--- config.mk ---
export PLATFORM = sky130hd
export DESIGN_NAME = pipelined_addsub_flat
export DESIGN_NICKNAME = d
export VERILOG_FILES = /design/src/rtl/pipelined_addsub_if.sv /design/src/rtl/pipelined_addsub.sv /design/src/flat_wrapper.sv
export SDC_FILE = /design/constraint.sdc
export NUM_CORES = 1
export LEC_CHECK = 0
export ABC_AREA = 1
export BUFFER_PORTS_ARGS = -buffer_cell sky130_fd_sc_hd__buf_4
export CAP_MARGIN = 5
export CORE_ASPECT_RATIO = 0.7
export CORE_UTILIZATION = 62
export DETAILED_ROUTE_END_ITERATION = 12
export PLACE_DENSITY = 0.92
export SLEW_MARGIN = 30
export SYNTH_ARGS = -nofsm -noshare
export SYNTH_HDL_FRONTEND = slang
export SYNTH_SLANG_ARGS = --single-unit
--- constraint.sdc ---
create_clock -name clk -period 4.1 [get_ports clk]
set_input_delay 0.41 -clock clk [delete_from_list [all_inputs] [get_ports clk]]
set_output_delay 0.41 -clock clk [all_outputs]
set_load 0.05 [all_outputs]
--- src/rtl/pipelined_addsub_if.sv ---
// -----------------------------------------------------------------------------
// pipelined_addsub_if
//   Operand/result bundle for pipelined_addsub.
//
//   master : drives the operands, watches the results (the datapath user)
//   slave  : the adder/subtractor itself
//
//   en        pipeline advance; 0 = every register holds
//   in_valid  a/b/cin/sub carry a valid operation this cycle
//   sub       0 = add, 1 = subtract
//   a, b      WIDTH-bit operands (unsigned or two's complement)
//   cin       carry-in for add, borrow-in for subtract
//   out_valid sum/cout/ovf hold a completed result
//   sum       WIDTH-bit result
//   cout      raw carry out of the MSB (for subtract, 1 = no borrow)
//   ovf       signed overflow
// -----------------------------------------------------------------------------
interface pipelined_addsub_if #(
  parameter int WIDTH = 16
);
  logic             en;
  logic             in_valid;
  logic             sub;
  logic [WIDTH-1:0] a;
  logic [WIDTH-1:0] b;
  logic             cin;
  logic             out_valid;
  logic [WIDTH-1:0] sum;
  logic             cout;
  logic             ovf;

  modport master (
    output en, in_valid, sub, a, b, cin,
    input  out_valid, sum, cout, ovf
  );

  modport slave (
    input  en, in_valid, sub, a, b, cin,
    output out_valid, sum, cout, ovf
  );
endinterface

--- src/rtl/pipelined_addsub.sv ---
// -----------------------------------------------------------------------------
// pipelined_addsub
//   Skewed-pipeline WIDTH-bit adder/subtractor. The operands are split into
//   STAGES chunks of C = WIDTH/STAGES bits; stage k resolves chunk k and hands
//   its carry to stage k+1 through a register. WIDTH must be divisible by
//   STAGES, and the interface WIDTH must match the module WIDTH.
//
//   Latency: an operation captured at edge N is presented at edge
//   N+STAGES-1 (enabled edges only). One operation per enabled cycle.
//
//   Ports
//     clk   rising-edge clock
//     rst   asynchronous, active-high reset; clears every pipeline register
//     bus   pipelined_addsub_if.slave (en, in_valid, sub, a, b, cin in;
//           out_valid, sum, cout, ovf out)
//
//   Operand word layout: each stage works on the low C bits of its A word,
//   then rotates right by C with the fresh sum chunk inserted at the top.
//   After STAGES rotations the A word is exactly the finished sum, so the
//   completed lower chunks and the unconsumed upper operand chunks share one
//   register. B only shrinks, since its consumed chunks are never needed.
// -----------------------------------------------------------------------------
module pipelined_addsub #(
  parameter int WIDTH  = 16,
  parameter int STAGES = 4
) (
  input  logic                 clk,
  input  logic                 rst,
  pipelined_addsub_if.slave    bus
);

  localparam int C = WIDTH / STAGES;

  // Output register (the final stage writes straight into it).
  logic [WIDTH-1:0] sum_q;
  logic             cout_q;
  logic             ovf_q;
  logic             out_valid_q;

  assign bus.sum       = sum_q;
  assign bus.cout      = cout_q;
  assign bus.ovf       = ovf_q;
  assign bus.out_valid = out_valid_q;

  for (genvar k = 0; k < STAGES; k++) begin : g_stage
    // Width of the B bits still to be consumed on entry to this stage.
    localparam int BW = WIDTH - k * C;

    logic [WIDTH-1:0] a_in;
    logic [BW-1:0]    b_in;
    logic             c_in;
    logic             v_in;
    logic [C:0]       chunk;   // {carry out, C-bit chunk sum}
    logic [WIDTH-1:0] a_d;

    if (k == 0) begin : g_first
      // Subtract as a + ~b + 1; cin then becomes a borrow-in.
      assign a_in = bus.a;
      assign b_in = bus.b ^ {WIDTH{bus.sub}};
      assign c_in = bus.cin ^ bus.sub;
      assign v_in = bus.in_valid;
    end else begin : g_next
      assign a_in = g_stage[k-1].g_reg.a_q;
      assign b_in = g_stage[k-1].g_reg.b_q;
      assign c_in = g_stage[k-1].g_reg.c_q;
      assign v_in = g_stage[k-1].g_reg.v_q;
    end

    assign chunk = {1'b0, a_in[C-1:0]} + {1'b0, b_in[C-1:0]} + {{C{1'b0}}, c_in};

    if (C == WIDTH) begin : g_whole
      assign a_d = chunk[C-1:0];
    end else begin : g_rot
      assign a_d = {chunk[C-1:0], a_in[WIDTH-1:C]};
    end

    if (k < STAGES - 1) begin : g_reg
      logic [WIDTH-1:0] a_q;
      logic [BW-C-1:0]  b_q;
      logic             c_q;
      logic             v_q;

      // NOTE: non-blocking assignments make every stage sample its
      // predecessor's pre-edge value, so the chain shifts by exactly one
      // stage per enabled edge regardless of block evaluation order.
      always_ff @(posedge clk or posedge rst) begin
        if (rst) begin
          a_q <= '0;
          b_q <= '0;
          c_q <= 1'b0;
          v_q <= 1'b0;
        end else if (bus.en) begin
          a_q <= a_d;
          b_q <= b_in[BW-1:C];
          c_q <= chunk[C];
          v_q <= v_in;
        end
      end
    end else begin : g_last
      // Carry into the MSB is recovered from the MSB sum bit: s ^ a ^ b.
      logic msb_cin;
      assign msb_cin = a_in[C-1] ^ b_in[C-1] ^ chunk[C-1];

      // NOTE: result fields load only when a valid operation arrives, so a
      // bubble or idle period leaves the last result on the outputs while
      // out_valid alone tracks the valid chain.
      always_ff @(posedge clk or posedge rst) begin
        if (rst) begin
          sum_q       <= '0;
          cout_q      <= 1'b0;
          ovf_q       <= 1'b0;
          out_valid_q <= 1'b0;
        end else if (bus.en) begin
          out_valid_q <= v_in;
          if (v_in) begin
            sum_q  <= a_d;
            cout_q <= chunk[C];
            ovf_q  <= msb_cin ^ chunk[C];
          end
        end
      end
    end
  end

endmodule

--- src/flat_wrapper.sv ---
// flat-port wrapper written by rule: the top's interface ports become plain ports
module pipelined_addsub_flat 
#(
  parameter int WIDTH  = 16,
  parameter int STAGES = 4
)
  (clk, rst, bus_en, bus_in_valid, bus_sub, bus_a, bus_b, bus_cin, bus_out_valid, bus_sum, bus_cout, bus_ovf);
  pipelined_addsub_if #(.WIDTH(WIDTH)) bus_i ();
  input  logic clk;
  input  logic rst;
  input wire logic [$bits(bus_i.en)-1:0] bus_en;
  input wire logic [$bits(bus_i.in_valid)-1:0] bus_in_valid;
  input wire logic [$bits(bus_i.sub)-1:0] bus_sub;
  input wire logic [$bits(bus_i.a)-1:0] bus_a;
  input wire logic [$bits(bus_i.b)-1:0] bus_b;
  input wire logic [$bits(bus_i.cin)-1:0] bus_cin;
  output wire logic [$bits(bus_i.out_valid)-1:0] bus_out_valid;
  output wire logic [$bits(bus_i.sum)-1:0] bus_sum;
  output wire logic [$bits(bus_i.cout)-1:0] bus_cout;
  output wire logic [$bits(bus_i.ovf)-1:0] bus_ovf;
  assign bus_i.en = bus_en;
  assign bus_i.in_valid = bus_in_valid;
  assign bus_i.sub = bus_sub;
  assign bus_i.a = bus_a;
  assign bus_i.b = bus_b;
  assign bus_i.cin = bus_cin;
  assign bus_out_valid = bus_i.out_valid;
  assign bus_sum = bus_i.sum;
  assign bus_cout = bus_i.cout;
  assign bus_ovf = bus_i.ovf;
  pipelined_addsub #(.WIDTH(WIDTH), .STAGES(STAGES)) u_core (.clk(clk), .rst(rst), .bus(bus_i));
endmodule
---- Word level (Yosys, flattened, before mapping) ----
Index checks and enable logic that the tools add are counted.
operators by class
  reductions and logical operators ........ 1
  add/sub/neg operators ................... 8
  bitwise operators ....................... 5
operators by type and width
  operator           number
  $add A4 B4 Y5      4
  $add A5 B1 Y5      4
  $xor A16 B16 Y16   1
  $xor A1 B1 Y1      4
  $reduce_and A2 Y1  1
word-level totals
  output and inout port bits .............. 19
  flip-flop bits (word level) ............. 97
  input bits .............................. 38
  logic and storage cells ................. 30

---- Logic depth before layout (Yosys ltp) ----
Gate-level depths: netlist of the first run.
  depth after elaboration ................. 4
  mapped depth ............................ 9
  mapped depth without buffers ............ 8

---- Least setup slack after synthesis of the first run ----
No wires, ideal clock.
  path kind ............................... in2reg
  from .................................... in bus_sub
  to ...................................... reg u_core.g_stage[0].g_reg.c_q
  stages .................................. 9
  required time ........................... 3.974 ns
  path slack .............................. 1.981 ns
  library setup time ...................... 0.126 ns
  arrival time ............................ 1.993 ns
  path buffers ............................ 2
  path through ............................ buf_4 -> buf_6 -> xor2_1 -> fa_1 -> fa_1 -> nand2_1 -> inv_1 -> o21ai_0 -> a21oi_1
between the ends
  word-level cells in the longest chain between the ends .. 3
  elaborated cells between the ends (all ways) .. 4
  those cells by class .................... add/sub (2); bitwise (2)
ends and longest elaborated chain
  what                    line                    RTL
  start: declaration      flat_wrapper.sv:13      input wire logic [$bits(bus_i.sub)-1:0] bus_sub;
  $xor A16 B16 Y16        pipelined_addsub.sv:59  assign b_in = bus.b ^ {WIDTH{bus.sub}};
  $add A4 B4 Y5           pipelined_addsub.sv:69  assign chunk = {1'b0, a_in[C-1:0]} + {1'b0, b_in[C-1:0]} + {{C{1'b0}}, c_in};
  $add A5 B1 Y5 *         pipelined_addsub.sv:69
  end signal: assignment  pipelined_addsub.sv:95  c_q <= chunk[C];
  end: declaration        pipelined_addsub.sv:80  logic c_q;
Every way passes the cells marked *; elsewhere a longest branch is shown, timed or not.
A chain may end at the register's enable or synchronous reset.

---- Worst setup path after layout of the first run ----
  from .................................... in bus_en
  to ...................................... reg u_core.sum_q[14] (netlist: u_core.bus.sum[14])
between the ends
  word-level cells in the longest chain between the ends .. 1
ends and longest elaborated chain
  what                                line                     RTL
  start: declaration                  flat_wrapper.sv:11       input wire logic [$bits(bus_i.en)-1:0] bus_en;
  $reduce_and A2 Y1 (no source line)  -
  end signal: assignment              pipelined_addsub.sv:109  sum_q <= '0;
  end signal: assignment              pipelined_addsub.sv:116  sum_q <= a_d;
  end: declaration                    pipelined_addsub.sv:35   logic [WIDTH-1:0] sum_q;
Every way passes these cells.

==> run summary, run 1 <==
outcome -> finished clean
CP Launch Type -> primary input
GPL Wtd Cong -> 0.805
worst reg2reg path startpoint -> u_core.g_stage[2].g_reg.c_q
IO buf count -> 56
actual slew at the worst max-slew pin -> 0.896 ns
CP Max Fanout -> 77
Clk pin slew, worst setup/hold paths -> 0.09 ns
Slew HR -> 40.1%
Syn Inst Count -> 477
worst reg2reg path endpoint -> u_core.bus.ovf
Seq/Total Area, Yosys -> 56.3%
drt wl/cell -> 13.2 um
area leader, netlist -> dfrtp_1
max-slew violations -> 0
Critical Setup Path Class -> in2reg
Synth cell types -> 20
power share of the combinational group -> 28.7%
Synth async-reset ratio -> 100%
Setup Skew -> 0.00805 ns
I/O pin cnt -> 57
hold-fix buffer count after cts -> 0
Peak Freq -> 512 MHz
fill count -> 487
share of layout cells above drive strength 1 -> 14.3%
NumNets Final -> 583
Hold Crit Class -> in2async
initial antenna violation count -> 0
Die Width -> 102 um
clk sinks -> 97
Setup violations, final -> 0
total CTS buffers -> 9
warnings from Yosys -> 0
Setup Buffers After CTS -> 0
Final Cycle Share -> 47.6%
maxcap violations -> 0
Switching Fraction -> 34.7%
Core ar. -> 0.00673 mm^2
Clk Latency, worst-skew pair -> 0.36 ns
Root Driver -> clkbuf_8
worst reg-to-reg setup slack -> 2.24 ns
total track usage -> 25.4%
DIE AREA -> 0.00729 mm^2
Pleak -> 2.64 nW
endpoints failing hold -> 0
internal power -> 1.76 mW
Critical Path End Type -> flip-flop
synthesized flop and latch total -> 97
deepest clock path buffer count -> 2
Crit path required time -> 4.38 ns
top cells by area, synth -> dfrtp_1 (56%), nand2_1 (19%), fa_1 (3.7%)
Via density -> 5.13
power per cell area -> 543 mW/mm^2
Area growth syn-to-layout -> 15.2%
Ant. Diodes -> 0
most frequent cell after synthesis -> nand2_1
drt total wl -> 8230 um
Net Switching -> 0.935 mW
Fin Hold WS -> 0.164 ns
row count -> 25
vias in the first global route -> 3025
Pre-Repair DR Iteration Count -> 5
Synth top cells by count -> nand2_1 (223), dfrtp_1 (97), o21ai_1 (26), inv_1 (22), nor2_1 (13)
1st-iter DRT viols -> 162
Starting Density -> 64.1%
Power Total -> 2.69 mW
Peak VDD IR -> 247 uV
ys flop type -> dfrtp_1
Synth Area per Inst -> 9.03 um^2
Gates resized, CTS repair -> 0
chip height -> 71.7 um
RSZ-0062 raised after global routing -> no
largest net degree at the start of global routing -> 78
Worst Reg-to-Reg Cells -> 8
Final TNS setup -> 0 ns
HPWL Detailed -> 5630 um
vias post-DR -> 3204
Residual DRC -> 0
CTS tree -> done
Synthesized Nets -> 535
htree depth -> 3
global route overflow -> 0
CP arrival -> 2.24 ns
Final ANT Viol Nets -> 0
global-route wire length before repair -> 14000 um
Flop pwr share -> 46.4%
clock power share -> 24.9%
Post-Syn Area -> 0.00431 mm^2
EDFF count, synth -> 0
fin crit period -> 1.95 ns
post-synth top area share -> 56.3%
-- power groups by stage --
stage                     clock (mW)  sequential [mW]  combinational [mW]
after floorplan                    0             1.47               0.319
after global placement             0             1.25               0.742
after detailed placement           0             1.27               0.771
after CTS                      0.681             1.25               0.777
after global routing           0.727             1.27               0.850
final                          0.672             1.25               0.772
-- area by class of cell --
type                            count  area [um^2]  share of cell area (%)
Clock buffer                       11          141                    2.85
Clock inverter                      5         78.8                    1.59
Inverter                           24         92.6                    1.87
Multi-Input combinational cell    335         1670                    33.6
Sequential cell                    97         2430                    48.9
Tap cell                           94          118                    2.37
Timing Repair Buffer               58          435                    8.77
-- metrics by stage --
stage	instances	util [%]	worst slack, ns	instance area [um^2]
after floorplan	477	-	1.16	4310
after global placement	608	70.5	1.84	4740
after detailed placement	608	70.5	1.80	4740
after CTS	624	73.8	2.14	4960
after global routing	624	73.8	1.94	4960
final	624	73.8	2.15	4960
-- state kept, by name, indices dropped and copies added (netlist names) --
signal and count:
u_core.bus.out_valid 1, u_core.bus.sum 16, u_core.g_stage.g_reg.c_q 3, u_core.g_stage.g_reg.v_q 3
u_core.bus.cout 1, u_core.g_stage.g_reg.b_q 24, u_core.bus.ovf 1, u_core.g_stage.g_reg.a_q 48
-- cell families after synthesis --
| kind of cell | Yosys count | synth area share (%) |
|---|---|---|
| fa+ha+maj | 20 | 7.20 |
| simple gates | 251 | 22.5 |
| flops | 97 | 56.3 |
| xor+xnor | 17 | 3.46 |
| buf+inv | 45 | 4.91 |
| compound gates | 47 | 5.61 |
-- routing by layer --
metal  vias up  global-route usage (%)  part of all wire, %
met5         -                       0                    0
met4         0                    7.41                 0.97
met3        13                    7.22                  5.9
met2       105                    39.4                   45
met1      1502                    35.2                   48
li1       1584                       -                    -
-- critical path: stages --
cell and delay (ns):
buf_4 0.54, nand2_1 0.74, inv_2 0.32, nand2_1 0.07, o21ai_1 0.15
-- how the worst max path moves through the flow --
stage | cells after the start | start | end | slack (ns)
CTS | 5 | bus_en | u_core.bus.sum[14] | 2.14
finish | 5 | bus_en | u_core.bus.sum[14] | 2.15
global placement | 5 | bus_en | u_core.bus.sum[14] | 1.84
global route | 5 | bus_en | u_core.bus.sum[14] | 1.94
floorplan | 1 | rst | u_core.bus.cout | 1.16
detailed placement | 5 | bus_en | u_core.bus.sum[14] | 1.80
-- cells in the final DEF (no fill, tap or decap), drive strengths merged --
cell type / count
o31ai: 2
fa: 8
clkbuf: 11
nand2: 223
o22ai: 1
a21oi: 6
inv: 24
o21ai: 38
ha: 12
buf: 58
nor2: 13
bufinv: 2
dfrtp: 97
xnor2: 12
xor2: 5
nand3: 12
clkinv: 3
nand3b: 3
(Power assumes the default switching activity.)
==> run 2: changes to the inputs <==
- ABC_AREA: 1 -> 0
- CORE_UTILIZATION: 62 -> 57
- PLACE_DENSITY: 0.92 -> 0.86
- clock period: 4.1 -> 1.8 ns (I/O delays scaled with it)
==> run 2 against run 1 <==
The run now ends with setup timing left. Clock skew grew 0.0021 ns. Via count shrank 24%. Sequential power grew to 2.5 times the previous value. Total power grew to 2.7 times the previous value. Largest cell class unchanged. Highest routed layer unchanged. Clock-buffer cell count shrank 1. Largest power group unchanged.
==> run summary, run 2 <==
htree depth -> 3
Area growth syn-to-layout -> 19.6%
most frequent cell after synthesis -> dfrtp_1
Ant. Diodes -> 0
actual slew at the worst max-slew pin -> 0.504 ns
Synth cell types -> 21
I/O pin cnt -> 57
Crit path required time -> 2.04 ns
Peak Freq -> 539 MHz
power share of the combinational group -> 34.7%
adder-cell area share of the yosys netlist -> 7.25%
Final ANT Viol Nets -> 0
Net Switching -> 2.50 mW
outcome -> complete, but fails checks
Starting Density -> 58.8%
EDFF count, synth -> 0
post-synthesis compound-gate area fraction -> 5.70%
deepest clock path buffer count -> 2
non-filler cells, final -> 468
CTS tree -> done
Core ar. -> 0.00729 mm^2
post-synth top area share -> 56.7%
Residual DRC -> 0
most frequent cells in the layout -> dfrtp_1 (97), mux2_2 (61), buf_4 (61), xnor2_1 (20), a21oi_1 (20)
most common cell after layout, fill and taps aside -> dfrtp_1
Hold Crit Class -> in2reg
Die Width -> 106 um
Syn Inst Count -> 303
Synthesized Nets -> 361
Post-Syn Area -> 0.00428 mm^2
placed cells -> 451
Slew HR -> 66.3%
worst reg-to-reg setup slack -> -0.06 ns
CP arrival -> 2.09 ns
maxcap violations -> 0
Setup Skew -> 0.0102 ns
power per cell area -> 1440 mW/mm^2
share of layout cells above drive strength 1 -> 44.6%
Synth async-reset ratio -> 100%
multiplexer area fraction after synthesis -> 19.8%
Largest Register -> u_core.g_stage.g_reg.a_q
Critical Setup Path Class -> reg2reg
vias in the first global route -> 2438
Post-Synth XOR/XNOR Area -> 5.32%
ys flop type -> dfrtp_1
worst slack, placed -> -0.0400 ns
crit path launch -> u_core.g_stage[2].g_reg.a_q[0]
Critical Path End Type -> flip-flop
failing checks -> setup timing
Pleak -> 2.32 nW
Clk pin slew, worst setup/hold paths -> 0.09 ns
top cells by area, synth -> dfrtp_1 (57%), mux2_2 (16%), xnor2_1 (4.1%)
area leader, netlist -> dfrtp_1
Setup Buffers After CTS -> 0
drt total wl -> 7140 um
drt wl/cell -> 15.2 um
endpoints failing hold -> 0
GPL Wtd Cong -> 0.727
vias post-DR -> 2434
IO buf count -> 56
Peak VDD IR -> 901 uV
Synth Area per Inst -> 14.1 um^2
Via density -> 5.20
worst reg2reg path startpoint -> u_core.g_stage[2].g_reg.a_q[0]
Worst Reg-to-Reg Cells -> 6
max-slew violations -> 0
Post-Synth Simple-Gate Area -> 2.37%
DIE AREA -> 0.00787 mm^2
Clk Latency, worst-skew pair -> 0.35 ns
global-route wire length before repair -> 11800 um
Setup violations, final -> 1
CP Launch Type -> flip-flop
internal power -> 4.85 mW
HPWL Detailed -> 4920 um
1st-iter DRT viols -> 64
global route overflow -> 0
Switching Fraction -> 34.0%
warnings from Yosys -> 0
fill count -> 523
NumNets Final -> 423
chip height -> 74.5 um
fin crit period -> 1.86 ns
Final Cycle Share -> 103%
CP endpoint -> u_core.bus.ovf
Pre-Repair DR Iteration Count -> 4
fin worst setup slack -> -0.0553 ns
total track usage -> 20.1%
main combinational cell family by area after synthesis -> multiplexers
CP Max Fanout -> 2
Root Driver -> clkbuf_8
largest net degree at the start of global routing -> 56
row count -> 26
clock power share -> 22.4%
RSZ-0062 raised after global routing -> yes
Seq/Total Area, Yosys -> 56.7%
clk sinks -> 97
initial antenna violation count -> 0
Flop pwr share -> 42.8%
Power Total -> 7.36 mW
worst reg2reg path endpoint -> u_core.bus.ovf
synthesized flop and latch total -> 97
max reg flops -> 48
total CTS buffers -> 9
Synth top cells by count -> dfrtp_1 (97), mux2_2 (61), a21oi_1 (20), xnor2_1 (20), nor2_1 (17)
run 2: cell count changes after synthesis, moves of 10 or more:
cell | previous run | this run
nand2_1 | 223 | 7
inv_1 | 22 | 7
mux2_2 | 0 | 61
mux2_4 | 0 | 10
a21oi_1 | 6 | 20
o21ai_1 | 26 | 1
nand3_1 | 12 | 0
run 2: power by group through the flow:
stage / logic (mW) / clock network [mW] / registers (mW)
after floorplan: 1.16 / 0 / 3.82
after global placement: 2.47 / 0 / 3.16
after detailed placement: 2.55 / 0 / 3.20
final: 2.56 / 1.65 / 3.15
after global routing: 2.74 / 1.78 / 3.23
after CTS: 2.58 / 1.69 / 3.16
run 2: stage by stage:
stage | cell area [um^2] | setup TNS (ns) | util, % | hold WS [ns]
global route | 5120 | -0.163 | 70.3 | 0.0354
global placement | 4870 | -0.0135 | 66.8 | 0.237
detailed placement | 4870 | -0.0769 | 66.8 | 0.249
finish | 5120 | -0.0553 | 70.3 | 0.0503
floorplan | 4330 | -0.0620 | - | 0.332
CTS | 5120 | -0.0517 | 70.3 | 0.0385
run 2: cell families (layout without fill, tap and decap cells):
family | count (synthesis) | after routing
buffers and inverters | 22 | 89
XOR/XNOR | 26 | 26
AND/OR/NAND/NOR | 25 | 25
adder cells (fa/ha/maj) | 20 | 20
flip-flops | 97 | 97
AO/OA/AOI/OAI | 41 | 41
multiplexers | 72 | 72
run 2: repair_timing:
item,in CTS,in global routing
hold buffers,1,0
pin swaps,2,0
resized for setup,1,1
setup endpoints to repair,2,4
hold endpoints to repair,19,0
run 2: how the worst min path moves through the flow:
| stage | from | endpoint | slack [ns] | cells past startpoint |
|---|---|---|---|---|
| global route | bus_a[13] | u_core.g_stage[0].g_reg.a_q[9] | 0.04 | 2 |
| CTS | bus_a[13] | u_core.g_stage[0].g_reg.a_q[9] | 0.04 | 2 |
| global placement | rst | u_core.bus.sum[2] | 0.24 | 2 |
| detailed placement | rst | u_core.bus.sum[4] | 0.25 | 2 |
| floorplan | bus_in_valid | u_core.g_stage[0].g_reg.v_q | 0.33 | 1 |
| finish | bus_a[13] | u_core.g_stage[0].g_reg.a_q[9] | 0.05 | 2 |
run 2: cell type report:
cell class	count	area (um^2)	share of cell area (%)
Tap cell	98	123	2.39
Clock inverter	6	115	2.25
Timing Repair Buffer	66	548	10.7
Sequential cell	97	2430	47.4
Inverter	7	30.0	0.586
Clock buffer	10	128	2.49
Multi-Input combinational cell	184	1750	34.2
run 2: routing by layer:
layer | GRT usage [%] | part of all wire (%)
met1 | 26.9 | 46
met2 | 32.7 | 49
met3 | 5.08 | 3.9
met4 | 6.94 | 0.97
met5 | 0 | 0
run 2: worst max-delay path, stage by stage, from the launching register on:
cell	delay (ns)
dfrtp_1	0.42
fa_2	0.43
fa_2	0.36
a21o_1	0.18
a21oi_2	0.15
xnor2_1	0.14
o21ai_1	0.07
==> run 3: changes to the inputs <==
- GPL_TIMING_DRIVEN: default -> 0
==> run 3 against run 2 <==
Critical path type unchanged. Highest routed layer unchanged. Utilization up 1.2 points. Wire length up 11%. Critical path depth unchanged. Sequential cell count unchanged. Combinational power up 2%. Final area up 1.8%. Worst hold slack worse by 0.0018 ns. The flow still finishes with violations (setup timing).
==> run summary, run 3 (synthesis gave the netlist of run 2 again) <==
Pre-Repair DR Iteration Count -> 4
worst reg2reg path startpoint -> u_core.g_stage[2].g_reg.c_q
most frequent cells in the layout -> dfrtp_1 (97), mux2_2 (61), buf_4 (60), a21oi_1 (20), xnor2_1 (19)
Via density -> 5.28
1st-iter DRT viols -> 61
Clk Latency, worst-skew pair -> 0.36 ns
total CTS buffers -> 9
post-layout util -> 71.5%
row count -> 26
Slew HR -> 56.8%
CTS tree -> done
DIE AREA -> 0.00787 mm^2
max-slew violations -> 0
I/O pin cnt -> 57
Ant. Diodes -> 0
global-route wire length before repair -> 13300 um
Final TNS setup -> -0.0728 ns
global route overflow -> 0
fin worst setup slack -> -0.0728 ns
GPL Wtd Cong -> 0.827
Core ar. -> 0.00729 mm^2
total track usage -> 22.8%
deepest clock path buffer count -> 2
CP Launch Type -> flip-flop
Final Cycle Share -> 104%
failing checks -> setup timing
Critical Setup Path Class -> reg2reg
Residual DRC -> 0
CP arrival -> 2.13 ns
largest net degree at the start of global routing -> 31
multi-input logic area -> 0.00176 mm^2
Worst Hold Launch -> bus_a[15]
Peak Freq -> 534 MHz
endpoints failing hold -> 0
worst slack, placed -> -0.158 ns
actual slew at the worst max-slew pin -> 0.646 ns
Pleak -> 2.37 nW
fill count -> 500
crit path launch -> u_core.g_stage[2].g_reg.c_q
Hold Crit Class -> in2reg
Starting Density -> 58.8%
power per cell area -> 1430 mW/mm^2
NumNets Final -> 432
Die Width -> 106 um
HPWL Detailed -> 5820 um
drt wl/cell -> 16.6 um
RSZ-0062 raised after global routing -> yes
vias in the first global route -> 2579
fin crit period -> 1.87 ns
Final ANT Viol Nets -> 0
outcome -> complete, but fails checks
most common cell after layout, fill and taps aside -> dfrtp_1
max reg flops -> 48
Peak VDD IR -> 873 uV
share of layout cells above drive strength 1 -> 46.4%
Largest Register -> u_core.g_stage.g_reg.a_q
maxcap violations -> 0
Crit path required time -> 2.06 ns
Clk pin slew, worst setup/hold paths -> 0.09 ns
htree depth -> 3
drt total wl -> 7910 um
chip height -> 74.5 um
IO buf count -> 54
Root Driver -> clkbuf_8
Critical Path End Type -> flip-flop
CP Max Fanout -> 2
Area growth syn-to-layout -> 21.7%
register area -> 0.00243 mm^2
initial antenna violation count -> 0
clk sinks -> 97
vias post-DR -> 2518
Setup violations, final -> 1
Setup Skew -> 0.00710 ns
==> run 3: layer usage <==
metal  up-vias  track usage [%]  routed length (um)
met1      1271             30.8                3690
met4         0             6.02                  68
met5         -                0                   0
met2        60             37.6                3810
li1       1177                -                   -
met3        10             5.78                 344
==> run 3: metrics by stage <==
stage                     hold WS [ns]  power [mW]  std cells  cell area (um^2)
after floorplan                  0.332        4.98        303              4330
after global placement           0.413        5.62        455              4850
after detailed placement         0.309        5.77        458              4920
after CTS                       0.0355        7.48        475              5190
after global routing            0.0228        7.85        477              5210
final                           0.0485        7.46        477              5210
==> run 3: worst max-delay path, cell delays in order, from the launching register on <==
cell	delay [ns]
dfrtp_1	0.41
fa_2	0.43
fa_2	0.37
a21o_1	0.19
a21oi_2	0.15
xnor2_1	0.14
o21ai_1	0.07
==> run 3: final cells by class <==
cell class / instances / area share, %
clock inverter: 6 / 2.21
timing repair buffer: 60 / 9.55
buffer: 15 / 2.30
sequential: 97 / 46.6
clock buffer: 10 / 2.64
tap: 98 / 2.35
inverter: 7 / 0.576
multi-input combinational: 184 / 33.8
==> run 3: power breakdown <==
part / total, mW / switching (mW) / internal, mW
logic: 2.60 / 1.44 / 1.16
clock network: 1.70 / 0.740 / 0.965
registers: 3.15 / 0.368 / 2.79
total: 7.46 / 2.55 / 4.91
==> run 3: what timing repair did <==
item | CTS | global route
gates resized for setup | 1 | 3
setup endpoints to repair | 3 | 5
endpoints found under the hold margin | 29 | 0
hold buffers | 1 | 0
pin swaps | 1 | 2
buffers inserted | 0 | 2
==> run 3: path summary, 6_finish.rpt <==
| path | endpoint | slack [ns] | cells after the start |
|---|---|---|---|
| worst min register to register | u_core.bus.sum[14] | 0.49 | 2 |
| max in group asynchronous | u_core.bus.sum[8] | 0.41 | 6 |
| worst min-delay path | u_core.g_stage[0].g_reg.a_q[11] | 0.05 | 2 |
| worst max-delay path | u_core.bus.ovf | -0.07 | 6 |
| min in group asynchronous | u_core.g_stage[2].g_reg.a_q[5] | 0.46 | 3 |
| worst max register to register | u_core.bus.ovf | -0.07 | 6 |
